`src/rtl/ball_controller.sv`:
```
// rtl/ball_controller.sv - Pong ball motion engine: serve, wall/paddle bounce, score pulses.
// Define BALL_SPEEDUP_EN to make every paddle hit raise ball speed up to MAX_SPEED.
module ball_controller #(
   parameter int POS_W        = 10,
   parameter int SCREEN_W     = 640,
   parameter int SCREEN_H     = 480,
   parameter int BALL_SIZE    = 8,
   parameter int PADDLE_W     = 8,
   parameter int PADDLE_H     = 64,
   parameter int PADDLE_L_X   = 16,
   parameter int PADDLE_R_X   = 616,
   parameter int SPEED        = 2,
   parameter int MAX_SPEED    = 6,
   parameter int SERVE_FRAMES = 60
) (
   input  logic             clk,
   input  logic             rst,
   input  logic             frame_tick,
   input  logic             en,
   input  logic [POS_W-1:0] paddle_l_y,
   input  logic [POS_W-1:0] paddle_r_y,
   output logic [POS_W-1:0] ball_x,
   output logic [POS_W-1:0] ball_y,
   output logic             score_l,
   output logic             score_r,
   output logic             serving
);
   localparam int W     = POS_W + 1;
   localparam int CNT_W = (SERVE_FRAMES > 1) ? $clog2(SERVE_FRAMES) : 1;
`ifdef BALL_SPEEDUP_EN
   localparam bit SPEEDUP = 1'b1;
`else
   localparam bit SPEEDUP = 1'b0;
`endif
   // Without speed-up the cap equals the base speed, so a hit leaves speed unchanged.
   localparam int SPEED_CAP = SPEEDUP ? MAX_SPEED : SPEED;

   localparam logic [POS_W-1:0] CX      = POS_W'((SCREEN_W - BALL_SIZE) / 2);
   localparam logic [POS_W-1:0] CY      = POS_W'((SCREEN_H - BALL_SIZE) / 2);
   localparam logic [POS_W-1:0] L_STOP  = POS_W'(PADDLE_L_X + PADDLE_W);
   localparam logic [POS_W-1:0] R_STOP  = POS_W'(PADDLE_R_X - BALL_SIZE);
   localparam logic [POS_W-1:0] Y_STOP  = POS_W'(SCREEN_H - BALL_SIZE);
   localparam logic [POS_W-1:0] SPD_0   = POS_W'(SPEED);
   localparam logic [POS_W-1:0] SPD_CAP = POS_W'(SPEED_CAP);
   localparam logic [W-1:0]     L_FACE  = W'(PADDLE_L_X + PADDLE_W);
   localparam logic [W-1:0]     R_FACE  = W'(PADDLE_R_X);
   localparam logic [W-1:0]     X_MAX   = W'(SCREEN_W - BALL_SIZE);
   localparam logic [W-1:0]     H_W     = W'(SCREEN_H);
   localparam logic [W-1:0]     SIZE    = W'(BALL_SIZE);
   localparam logic [W-1:0]     PAD_H   = W'(PADDLE_H);

   typedef enum logic [1:0] {SERVE, MOVE, SCORED} state_t;

   state_t           state;
   logic [CNT_W-1:0] serve_cnt;
   logic             dir_x;          // 1 = right
   logic             dir_y;          // 1 = down
   logic [POS_W-1:0] speed;

   logic             tick;
   logic [W-1:0]     bx, by, spd, pl, pr;
   logic             overlap_l, overlap_r;
   logic             hit_l, hit_r, miss_l, miss_r;
   logic [POS_W-1:0] x_step, y_next, speed_hit;
   logic             dir_y_next;

   assign tick = frame_tick & en;
   assign bx   = {1'b0, ball_x};
   assign by   = {1'b0, ball_y};
   assign spd  = {1'b0, speed};
   assign pl   = {1'b0, paddle_l_y};
   assign pr   = {1'b0, paddle_r_y};

   assign overlap_l = (by + SIZE > pl) && (by < pl + PAD_H);
   assign overlap_r = (by + SIZE > pr) && (by < pr + PAD_H);

   // A ball already past a paddle face can never bounce off it.
   assign hit_l  = !dir_x && (bx <= L_FACE + spd) && (bx >= L_FACE) && overlap_l;
   assign hit_r  =  dir_x && (bx + spd + SIZE >= R_FACE) && (bx + SIZE <= R_FACE) && overlap_r;
   assign miss_l = !dir_x && (bx < spd);
   assign miss_r =  dir_x && (bx + spd > X_MAX);
   assign x_step = dir_x ? ball_x + speed : ball_x - speed;

   assign speed_hit = (speed >= SPD_CAP) ? SPD_CAP : speed + 1'b1;

   // Touching either wall counts as a bounce, so top and bottom behave symmetrically.
   always_comb begin
      y_next     = ball_y;
      dir_y_next = dir_y;
      if (dir_y) begin
         if (by + spd + SIZE >= H_W) begin
            y_next     = Y_STOP;
            dir_y_next = 1'b0;
         end else begin
            y_next = ball_y + speed;
         end
      end else begin
         if (by <= spd) begin
            y_next     = '0;
            dir_y_next = 1'b1;
         end else begin
            y_next = ball_y - speed;
         end
      end
   end

   always_ff @(posedge clk) begin
      if (rst) begin
         state     <= SERVE;
         serve_cnt <= '0;
         ball_x    <= CX;
         ball_y    <= CY;
         dir_x     <= 1'b1;
         dir_y     <= 1'b1;
         speed     <= SPD_0;
         score_l   <= 1'b0;
         score_r   <= 1'b0;
         serving   <= 1'b1;
      end else begin
         case (state)
            SERVE: begin
               if (tick) begin
                  if (serve_cnt == CNT_W'(SERVE_FRAMES - 1)) begin
                     state     <= MOVE;
                     serve_cnt <= '0;
                     serving   <= 1'b0;
                  end else begin
                     serve_cnt <= serve_cnt + 1'b1;
                  end
               end
            end
            MOVE: begin
               if (tick) begin
                  ball_y <= y_next;
                  dir_y  <= dir_y_next;
                  if (hit_l) begin
                     ball_x <= L_STOP;
                     dir_x  <= 1'b1;
                     speed  <= speed_hit;
                  end else if (hit_r) begin
                     ball_x <= R_STOP;
                     dir_x  <= 1'b0;
                     speed  <= speed_hit;
                  end else if (miss_l) begin
                     score_r <= 1'b1;
                     state   <= SCORED;
                  end else if (miss_r) begin
                     score_l <= 1'b1;
                     state   <= SCORED;
                  end else begin
                     ball_x <= x_step;
                  end
               end
            end
            SCORED: begin
               // Serve toward the player who just conceded.
               dir_x   <= score_l;
               ball_x  <= CX;
               ball_y  <= CY;
               speed   <= SPD_0;
               score_l <= 1'b0;
               score_r <= 1'b0;
               serving <= 1'b1;
               state   <= SERVE;
            end
            default: state <= SERVE;
         endcase
      end
   end
endmodule
```
`config.mk`:
```
export PLATFORM = sky130hd
export DESIGN_NAME = ball_controller
export DESIGN_NICKNAME = d
export VERILOG_FILES = /design/src/rtl/ball_controller.sv
export SDC_FILE = /design/constraint.sdc
export NUM_CORES = 1
export LEC_CHECK = 0
export CAP_MARGIN = 20
export CORE_MARGIN = 1.5
export CORE_UTILIZATION = 45
export CTS_CLUSTER_SIZE = 25
export DETAILED_ROUTE_END_ITERATION = 10
export PLACE_DENSITY = 0.63
export SETUP_SLACK_MARGIN = 0.15
export SLEW_MARGIN = 40
export SYNTH_ARGS = -nofsm -noshare
export SYNTH_HDL_FRONTEND = slang
export SYNTH_SLANG_ARGS = --single-unit
```
`constraint.sdc`:
```
create_clock -name clk -period 5.34 [get_ports clk]
set_input_delay 1.602 -clock clk [delete_from_list [all_inputs] [get_ports clk]]
set_output_delay 1.602 -clock clk [all_outputs]
set_load 0.005 [all_outputs]
```
==> flow_metrics.tcl <==
set metrics [dict create \
    outcome "completed" \
    ys.flop_type "dfxtp_1" \
    post-route-util_pct 52.7 \
    hold_viol 0 \
    min_path_type "reg -> reg" \
    drive_gt1_share_pct 5.18 \
    n_antenna_cell 0 \
    io_buffers 46 \
    firstDrtPassIters 4 \
    grt_max_degree 22 \
    cp_slowest_stage_delay_ps 460 \
    setup-tns-final_ps 0 \
    synth.avg_cell_area_um2 7.96 \
    cts_hold_buffers 0 \
    critPathTopFamily "compound AO/OA/AOI/OAI gates" \
    cts_resized 0 \
    gr-usage-all-layers_pct 24.0 \
    worstPathArrival_ps 4730 \
    synth_nets 869 \
    drt_iter0_markers 275 \
    grt_pass1_wl_mm 26.0 \
    seq_area_frac_synth_pct 14.8 \
    r2r_slack_ps 800 \
    clock_sinks 43 \
    crit_type "in -> reg" \
    max_freq_mhz 219 \
    synthTopCellsByArea "ha_1 (22%), dfxtp_1 (15%), a21oi_1 (4.3%)" \
    setup_viol 0 \
    cts_tree "done" \
    yosys_warnings 0 \
    rows 41 \
    max-cap-violations 0 \
    worstSetupEndpointType "flop" \
    fillers 1250 \
    io_pins 47 \
    p_sw_share_pct 21.5 \
    die_h_um 117 \
    synth_cells 733 \
    grt_setup_unrepaired "no" \
    h-tree-depth 2 \
    numCtsBuffers 5 \
    grt_pass1_vias 5307 \
    worstMarginPinSlew_ps 794 \
    gp_routability_congestion 0.850 \
    synth_area_um2 5840 \
    ys_async_sr_fraction_pct 0 \
    p_int_uw 627 \
    path_max_fanout 10 \
    p_per_area_nw_per_um2 120 \
    cp-start-kind "input port" \
    yosysTopAreaCellShare_pct 21.7 \
    synth_top_area_cell "ha_1" \
    synth_edf_count 0 \
    viasPerCell 5.80 \
    wl_per_cell_um 17.1 \
    clk_latency_ps 290 \
    antenna_found_initial 0 \
    dp_hpwl_mm 13.1 \
    die_x_um 117 \
    cts_setup_buffers 0 \
    crit_required_ps 5520 \
    p_sw_uw 172 \
    pwr-share-seq_pct 40.4 \
    post_synth_num_cell_types 78 \
    nets 907 \
    worstPathCellList "clkdlybuf4s50_1 -> inv_1 -> ha_1 -> nor2b_1 -> o21ai_0 -> a21oi_1 -> o31ai_1 -> a21oi_1 -> a2111oi_0 -> o2111ai_1 -> nor2_2 -> o311ai_2 -> buf_4 -> mux2i_1" \
    pwr-share-clk_pct 50.3 \
    total_power_uw 799 \
    grt.overflow.total 0 \
    post-route-period-util_pct 85.3 \
    syn2layout_area_growth_pct 13.9 \
    ir_drop_uv 170 \
    period_needed_ps 4560 \
    ys_seq_elements 43 \
    slowest_stage "clkdlybuf4s50_1" \
    static-leakage-power_nw 2.94 \
    combPwrFrac_pct 9.4 \
    ant_nets 0 \
    cts-root-buf "clkbuf_16" \
    synth.most_common_cell "ha_1" \
    vias 5478 \
    cp_common_cell "a21oi_1" \
    synth_commonest_cells "ha_1 (101), inv_1 (66), nor2_1 (57)" \
    crit_buf_inv 3 \
    drcViolationCount 0 \
    report.final.slew_viol_count 0 \
    clkTransAtPathRegs_ps 60 \
    initial_utilization_pct 46.2 \
    wl_mm 16.1 \
    max_slew_margin_pct 46.7 \
    die_area_um2 13700 \
    max-clock-path-buffers 2 \
    finClkSkew_ps 7.26 \
    core_area_um2 12600 \
]
[area by class of cell]
type                            instances  area, um2  share of cell area, %
Clock inverter                          3       67.6                   1.02
Clock buffer                            5        125                   1.88
Timing Repair Buffer                   53        508                   7.64
Sequential cell                        43        861                   12.9
Multi-Input combinational cell        601       4620                   69.5
Inverter                               67        251                   3.78
Tap cell                              172        215                   3.24
[cell families after synthesis]
kind of cell / count (synthesis) / share of synthesized area (%)
multiplexers: 20 / 3.43
AND/OR/NAND/NOR: 228 / 20.0
buffers and inverters: 89 / 6.09
XOR/XNOR: 40 / 6.00
AO/OA/AOI/OAI: 201 / 24.3
adder cells (fa/ha/maj): 112 / 25.4
flip-flops: 43 / 14.8
[per-layer routing]
layer | global-route usage, % | vias to the layer above | routed length [um]
met3 | 2.88 | 24 | 574
met5 | 0 | - | 0
met2 | 42.3 | 107 | 7540
met4 | 6.59 | 0 | 341
li1 | - | 2745 | -
met1 | 31.1 | 2602 | 7680
[placed cells by master (no fill, tap or decap), types with 9 or more instances in the layout]
cell type	instances
a211oi_1	11
a21o_1	19
a21oi_1	50
a31oi_1	10
and3_1	10
clkdlybuf4s50_1	45
dfxtp_1	43
fa_1	11
ha_1	101
inv_1	66
mux2i_1	20
nand2_1	47
nand3_1	25
nor2_1	57
nor3_1	22
o21a_1	9
o21ai_0	26
o31ai_1	14
xnor2_1	28
xor2_1	12
[final timing paths]
check / start / to / depth (start not counted)
min: state[0]$_SDFFE_PP0P_ / state[0]$_SDFFE_PP0P_ / 2
max reg2reg: speed[2]$_SDFFE_PP0P_ / speed[1]$_SDFFE_PP1P_ / 16
max: paddle_r_y[1] / ball_x[8]$_SDFFE_PP1P_ / 14
min reg2reg: state[0]$_SDFFE_PP0P_ / state[0]$_SDFFE_PP0P_ / 2
[state kept, by name, indices dropped and copies added, names as in the netlist]
signal / cells
serve_cnt: 6
ball_x: 10
score_r: 1
ball_y: 10
score_l: 1
speed: 10
state: 2
dir_x: 1
dir_y: 1
serving: 1
[tightest hold or removal path, cell delays in order, from the launching register on]
cell,delay [ps]
dfxtp_1,320
nand2_1,60
mux2i_1,50
[power by group through the flow]
| stage | combinational, mW | clock (mW) | sequential, mW |
|---|---|---|---|
| after floorplan | 0.0428 | 0 | 0.330 |
| after global placement | 0.0722 | 0 | 0.330 |
| after detailed placement | 0.0746 | 0 | 0.330 |
| after CTS | 0.0753 | 0.407 | 0.322 |
| after global routing | 0.0852 | 0.419 | 0.322 |
| final | 0.0747 | 0.402 | 0.323 |
[through the flow]
stage          area, um2  hold slack, ps  std cells  setup WS, ps
2_1_floorplan       5840             452        733          1410
3_3_place_gp        6460             472        936           470
3_5_place_dp        6460             477        936           465
4_1_cts             6650             486        944           768
5_1_grt             6650             538        944           463
6_report            6650             482        944           783
(Power assumes the default switching activity.)
